--- config.mk ---
export PLATFORM = sky130hd
export DESIGN_NAME = uart_baudgen
export DESIGN_NICKNAME = d
export VERILOG_FILES = /design/src/rtl/uart_pkg.sv /design/src/rtl/uart_frac_divider.sv /design/src/rtl/uart_baudgen.sv
export SDC_FILE = /design/constraint.sdc
export NUM_CORES = 1
export LEC_CHECK = 0
export CAP_MARGIN = 20
export CORE_MARGIN = 2
export CORE_UTILIZATION = 50
export DETAILED_ROUTE_END_ITERATION = 16
export PLACE_DENSITY = 0.74
export SETUP_SLACK_MARGIN = 0.1
export SYNTH_ARGS = -nofsm -noshare
export SYNTH_HDL_FRONTEND = slang
export SYNTH_SLANG_ARGS = --single-unit
--- constraint.sdc ---
create_clock -name i_clk -period 6.55 [get_ports i_clk]
set_clock_uncertainty 0.1 [all_clocks]
set_input_delay 0.9825 -clock i_clk [delete_from_list [all_inputs] [get_ports i_clk]]
set_output_delay 0.9825 -clock i_clk [all_outputs]
set_load 0.05 [all_outputs]
--- src/rtl/uart_pkg.sv ---
// Shared UART constants: divisor/fraction widths and the oversampling ratio.
package uart_pkg;
    localparam int DIV_W      = 16;
    localparam int FRAC_W     = 4;
    localparam int OVERSAMPLE = 16;
    localparam int SUB_W      = $clog2(OVERSAMPLE);

    // A divisor of 0 behaves like 1, so the interval is never shorter than one clock.
    function automatic logic [DIV_W-1:0] eff_div_m1(input logic [DIV_W-1:0] d);
        return (d == '0) ? '0 : d - DIV_W'(1);
    endfunction
endpackage

--- src/rtl/uart_frac_divider.sv ---
// Fractional clock divider: interval counter plus 4-bit phase accumulator that
// stretches F out of every 16 intervals by one clock; emits a registered x16 tick.
module uart_frac_divider
    import uart_pkg::*;
#(
    parameter int COUNTER_WIDTH = 20
) (
    input  logic              clk,
    input  logic              rst,
    input  logic              active,
    input  logic [DIV_W-1:0]  divisor,
    input  logic [FRAC_W-1:0] frac,
    output logic              tick
);
    logic [COUNTER_WIDTH-1:0] cnt;
    logic [COUNTER_WIDTH-1:0] len_m1;
    logic [COUNTER_WIDTH-1:0] cur_m1;
    logic [DIV_W-1:0]         deff_m1;
    logic [FRAC_W-1:0]        acc;
    logic [FRAC_W:0]          sum;
    logic                     running;
    logic                     wrap;

    assign deff_m1 = eff_div_m1(divisor);
    assign sum     = {1'b0, acc} + {1'b0, frac};
    // The first interval after activation uses the live divisor, not a stale length.
    assign cur_m1  = running ? len_m1 : COUNTER_WIDTH'(deff_m1);
    assign wrap    = (cnt == cur_m1);

    always_ff @(posedge clk or posedge rst) begin
        if (rst) begin
            cnt     <= '0;
            len_m1  <= '0;
            acc     <= '0;
            running <= 1'b0;
            tick    <= 1'b0;
        end else if (!active) begin
            cnt     <= '0;
            len_m1  <= '0;
            acc     <= '0;
            running <= 1'b0;
            tick    <= 1'b0;
        end else begin
            running <= 1'b1;
            tick    <= wrap;
            if (wrap) begin
                // D and F are sampled only here, so a change never truncates an interval.
                cnt    <= '0;
                acc    <= sum[FRAC_W-1:0];
                len_m1 <= COUNTER_WIDTH'(deff_m1) + COUNTER_WIDTH'(sum[FRAC_W]);
            end else begin
                cnt    <= cnt + COUNTER_WIDTH'(1);
                len_m1 <= cur_m1;
            end
        end
    end
endmodule

--- src/rtl/uart_baudgen.sv ---
// UART baud generator: x16 oversampling tick from the fractional divider and a
// 1x tick on every 16th x16 tick, each gated by its own enable and registered.
module uart_baudgen
    import uart_pkg::*;
#(
    parameter int COUNTER_WIDTH = 20
) (
    input  logic              i_clk,
    input  logic              i_rst,
    input  logic [DIV_W-1:0]  i_divisor_x16,
    input  logic [FRAC_W-1:0] i_fra_adj_x16,
    input  logic              i_baud_en,
    input  logic              i_baud_x16_en,
    output logic              o_baud,
    output logic              o_baud_x16
);
    logic             active;
    logic             tick;
    logic [SUB_W-1:0] sub;

    assign active = i_baud_en | i_baud_x16_en;

    uart_frac_divider #(
        .COUNTER_WIDTH (COUNTER_WIDTH)
    ) u_div (
        .clk     (i_clk),
        .rst     (i_rst),
        .active  (active),
        .divisor (i_divisor_x16),
        .frac    (i_fra_adj_x16),
        .tick    (tick)
    );

    always_ff @(posedge i_clk or posedge i_rst) begin
        if (i_rst) begin
            sub        <= '0;
            o_baud     <= 1'b0;
            o_baud_x16 <= 1'b0;
        end else if (!active) begin
            sub        <= '0;
            o_baud     <= 1'b0;
            o_baud_x16 <= 1'b0;
        end else begin
            // Phase is kept while either enable is high; each output is only masked.
            o_baud_x16 <= tick & i_baud_x16_en;
            o_baud     <= tick & (sub == SUB_W'(OVERSAMPLE - 1)) & i_baud_en;
            if (tick) begin
                sub <= sub + SUB_W'(1);
            end
        end
    end
endmodule

# [Word-level counts from Yosys, hierarchy flattened]
# Index checks and enable logic that the tools add are counted.
[word_totals] ff_bits=52 input_bits=24 wordCells=36
[op_classes] eq_ne=4 addsub=5 mux=14 bitwise=4 n_reduce_logical=1
[op_table] op="2-to-1 mux 20 bit" n=5
[op_table] op="adder 20 x 1 -> 20 bit (second input constant)" n=1
[op_table] op="equality test 20 bit" n=1
[op_table] op="adder 16 x 1 -> 17 bit" n=1
[op_table] op="zero test 16 bit" n=1
[op_table] op="2-to-1 mux 16 bit" n=1
[op_table] op="2-to-1 mux 4 bit" n=4
[op_table] op="subtractor 16 x 1 -> 16 bit (second input constant)" n=1
[op_table] op="adder 4 x 4 -> 5 bit" n=1
[op_table] op="adder 4 x 1 -> 4 bit (second input constant)" n=1
[op_table] op="equality test 4 bit (second input constant)" n=1
[op_table] op="2-to-1 mux 1 bit" n=4
[op_table] op="inequality test 2 bit (second input constant)" n=2
[op_table] op="AND 1 bit" n=3
[op_table] op="bitwise OR 1 bit" n=1

# [Logic depth before layout (Yosys ltp)]
[depth] ltp_word=6 ltp_mapped=17 ltp_nobuf=15

# [Hierarchy]
# From an unflattened synthesis, not the netlist that was laid out.
[hier_totals] hier_cells=503 hier_area_um2=4155.2
[modules_own_cells] module="uart_frac_divider" area_per_inst_um2=3863.7 n_inst=1 seq_area_each_um2=1151.1 cells_each=477
[modules_own_cells] module="uart_baudgen" area_per_inst_um2=291.5 n_inst=1 seq_area_each_um2=150.1 cells_each=26

# [Worst setup path before layout]
# OpenSTA, ideal clock, no wires.
[synth_path] path_type="input to register" start="in i_divisor_x16[0]" end="reg u_div.len_m1[16]" setup_ps=78 setup_slack_ps=2157 arrival_time_ps=4215 path_stages=15 path_cell_list="buf_2 > inv_1 > ha_1 > or3b_2 > clkbuf_1 > nor3_2 > o32ai_1 > nor4b_1 > o31ai_1 > or3_1 > buf_6 > or3_1 > buf_2 > or4_1 > a21oi_1"
[synth_between] elab_chain_cells=6 word_cells_on_any_way=8
[synth_rtl] item="from (decl)" line_no="uart_baudgen.sv:10" text="input logic [DIV_W-1:0] i_divisor_x16,"
[synth_rtl] item="subtractor 16 x 1 -> 16 bit or zero test 16 bit (tied branches)" line_no="uart_pkg.sv:10" text="return (d == '0) ? '0 : d - DIV_W'(1);"
[synth_rtl] item="2-to-1 mux 16 bit *" line_no="uart_pkg.sv:10"
[synth_rtl] item="parallel branches: the longest is 2 deep, another holds adder 16 x 1 -> 17 bit"
[synth_rtl] item="2-to-1 mux 20 bit *" line_no="uart_frac_divider.sv:46" text="if (wrap) begin"
[synth_rtl] item="2-to-1 mux 20 bit *" line_no="uart_frac_divider.sv:37" text="end else if (!active) begin"
[synth_rtl] item="to (signal assigned)" line_no="uart_frac_divider.sv:50" text="len_m1 <= COUNTER_WIDTH'(deff_m1) + COUNTER_WIDTH'(sum[FRAC_W]);"
[synth_rtl] item="to (signal assigned)" line_no="uart_frac_divider.sv:53" text="len_m1 <= cur_m1;"
[synth_rtl] item="to (decl)" line_no="uart_frac_divider.sv:16" text="logic [COUNTER_WIDTH-1:0] len_m1;"
# Every way passes the cells marked *.
# A chain may end at the register's enable or synchronous reset.

# [Final worst setup path]
[layout_path] start="in i_divisor_x16[0]" end="reg u_div.len_m1[11]"
# The elaborated chain is that of the path after synthesis.

==> summary.txt <==
Power and ir drop
  • P_sw: 0.2774 mW
  • Sequential power share: 0.446
  • Sw frac: 0.3220
  • Leak Pwr: 1.842 nW
  • Pwr dens: 188.0 nW/um2
  • VDD IR max: 0.1237 mV
  • Combinational power share: 0.250
  • P_int: 0.5841 mW
  • Clk pwr share: 0.304

STA
  • FMAX: 0.1863 GHz
  • TNS Setup: 0 ns
  • Final setup fails: 0
  • Worst Tran Pin Value: roughly 0.74 ns
  • Setup WS post-layout: 1.182 ns
  • RSZ-0062 raised after global routing: false
  • Final worst path period need: 5.368 ns
  • Final hold vios: 0
  • Final Cycle Share: 0.8196
  • Slew Limit Fails: 0
  • Slew HR: 0.5054

Yosys
  • Adder-Cell Fraction of Synth Area: 0.03448
  • FF+latch count, synth: 52
  • Average cell area after synthesis: 8.318 um2
  • Post-synthesis simple-gate area fraction: 0.2964
  • Seq/Total Area, Yosys: 0.3092
  • Most frequent cell after synthesis: nor2_1
  • Main combinational cell family by area after synthesis: simple AND/OR/NAND/NOR gates
  • Synth top cells by count: nor2_1 (63), dfrtp_1 (52), nand2_1 (43)
  • Number of flops mapped to enable cells by yosys: 0
  • Share of the synthesized area in the top cell type: 0.3092
  • Synth area leader: dfrtp_1
  • Post-synthesis mux area share: 0.03389
  • Synthesized area: about 4200 um2
  • FFs w/ async S/R, synth: 1.000
  • Yosys warns: 0
  • Complex-gate fraction of the synthesized area: 0.1683
  • Syn Inst Count: 506
  • Unique masters post-synth: 70
  • XOR/XNOR Fraction of Synth Area: 0.1061
  • Synth Flop Type: dfrtp_1
  • Synthesized Nets: roughly 540
  • Largest cells by area after synthesis: dfrtp_1 (31%), nor2_1 (5.6%), xnor2_1 (5.6%)

Clock tree
  • Hold buffers post-CTS: 0
  • Clk_lat worst skew: 0.31 ns
  • CTS Buf Count: 5
  • CTS sink count: 52
  • Root Driver: clkbuf_8
  • CTS tree: done
  • Post-CTS resize count: 0
  • Clock transition at the registers of the reported paths: around 0.1 ns
  • CTS Buffer Depth: 2
  • H-Tree Depth: 2
  • Setup bufs post-CTS: 0

Critical path
  • CP arrival: 5.50 ns
  • Setup crit end kind: flop
  • Crit path required time: ~6.7 ns
  • Worst setup SP type: input port
  • CP Class: input port to flop
  • CP Max Fanout: 14

Routing
  • Total Wirelength: 12090 um
  • WL per Instance: 19.75 um
  • Pre-antenna DRT Iters: 5
  • DR iter-0 viols: 383
  • Via count: 4014
  • DRC Markers: 0
  • Vias per inst: approximately 6.6
  • Routed Antenna Nets: 0

Finish
  • Fin nets: 542
  • Area grow syn2layout: 8.858%
  • Layout cells sized above 1: 0.07298
  • Fin util: 0.5605
  • Ant diodes: 0

Die
  • Core Region: 8175 um2
  • Starting Density: 0.5148
  • # IOs: 26
  • Die X: 95.75 um
  • Die Footprint: 9168 um2
  • Row count: 33
  • Die height: 95.75 um

Global routing
  • Total grt overflow: 0
  • Gr usage total: 0.2791
  • Vias in the first global route: 3820
  • Antenna violations before repair: 0
  • Largest net degree at the start of global routing: 53
  • Global-route wire length before repair: 19640 um

Placed design
  • RePlAce Congestion: 1.011
  • Port Buffer Count: 25
  • Place WS: ~0.99 ns
  • Hpwl dp: 9028 um

Run
  • Max cap viols: 0

Status
  • Outcome: finished, final reports clean

Worst hold path
  • Hold crit path type: flop to flop
==> stage by stage <==
stage	power (mW)	area, um2	hold WS [ns]	std cells
floorplan	0.5370	4209	0.3903	506
global route	0.8997	4582	0.4848	612
detailed placement	0.5984	4453	0.4330	605
CTS	0.8571	4582	0.4568	612
global placement	0.5933	4453	0.4123	605
finish	0.8614	4582	0.4444	612
==> layout make-up <==
cell class / count / area [um2]
fill: 783 / 3593
multi-input combinational: 407 / 2695
sequential: 52 / 1301
timing repair buffer: 29 / 280.3
tap: 105 / 131.4
clock buffer: 5 / 68.82
clock inverter: 2 / 60.06
inverter: 12 / 45.04
==> power groups by stage <==
stage               registers (mW)  logic [mW]  clock network (mW)
finish                       0.384       0.215               0.262
global route                 0.385       0.238               0.277
CTS                          0.381       0.211               0.264
detailed placement           0.388       0.211                   0
global placement             0.387       0.206                   0
floorplan                    0.363       0.174                   0
==> worst max-delay path, stage by stage <==
cell	delay, ns
clkdlybuf4s50_1	0.56
inv_1	0.16
ha_1	0.15
nor4b_2	0.50
nand3_1	0.28
nor2_2	0.56
o31ai_1	0.23
xor2_1	0.20
or3_1	0.55
nor3_2	0.66
buf_4	0.34
nand3_1	0.09
a211oi_1	0.23
==> cell usage in the layout, fill, tap and decap left out, types with 3 or more instances in the layout <==
master            n
nor2_1           63
dfrtp_1          52
nand2_1          43
xnor2_1          27
clkdlybuf4s50_1  25
xor2_1           24
nand3_1          24
nand4_1          17
a21oi_1          16
nor3_1           14
and3_1           13
mux2i_1          12
a211oi_1         12
ha_1             10
or3_1             9
inv_1             9
and2_1            8
nor4_1            8
a31oi_1           7
o31ai_1           6
o22ai_1           6
o21ai_0           6
nor3_2            5
o21a_1            5
clkbuf_8          5
nand2b_1          4
a221oi_1          4
or4_1             4
or2_2             4
buf_4             4
a21o_1            3
o41ai_1           3
o32ai_1           3
o31a_1            3
==> kinds of logic (layout without fill, tap and decap cells) <==
kind of cell,count (synthesis),in the layout
mux,14,14
buf+inv,47,48
flops,52,52
simple gates,236,236
fa+ha+maj,11,11
compound gates,95,95
xor+xnor,51,51
==> routing by layer <==
layer  GRT usage  part of all wire  up-vias  routed length, um
met3     0.05168             0.088       24               1058
met4     0.07976             0.018        0                223
li1            -                 -     1841                  -
met2      0.4371              0.45      188               5473
met1      0.3949              0.44     1961               5328
met5           0                 0        -                  0
==> final timing paths <==
check / from / end / slack (ns) / depth (start not counted)
worst max-delay path: i_divisor_x16[0] / u_div.len_m1[11] / 1.18 / 13
worst min-delay path: u_div.acc[0] / u_div.acc[0] / 0.44 / 2
worst max register to register: u_div.running / u_div.len_m1[11] / 2.87 / 9
worst min register to register: u_div.acc[0] / u_div.acc[0] / 0.44 / 2
max in group asynchronous: i_rst / u_div.len_m1[1] / 4.86 / 3
min in group asynchronous: i_rst / u_div.cnt[18] / 1.06 / 3
==> state kept, by name, summed over array words and instances (netlist names) <==
signal / count
u_div.cnt: 20
u_div.len_m1: 20
sub: 4
u_div.acc: 4
o_baud: 1
o_baud_x16: 1
u_div.running: 1
u_div.tick: 1
Note: power is estimated with default switching activity, not from simulation.
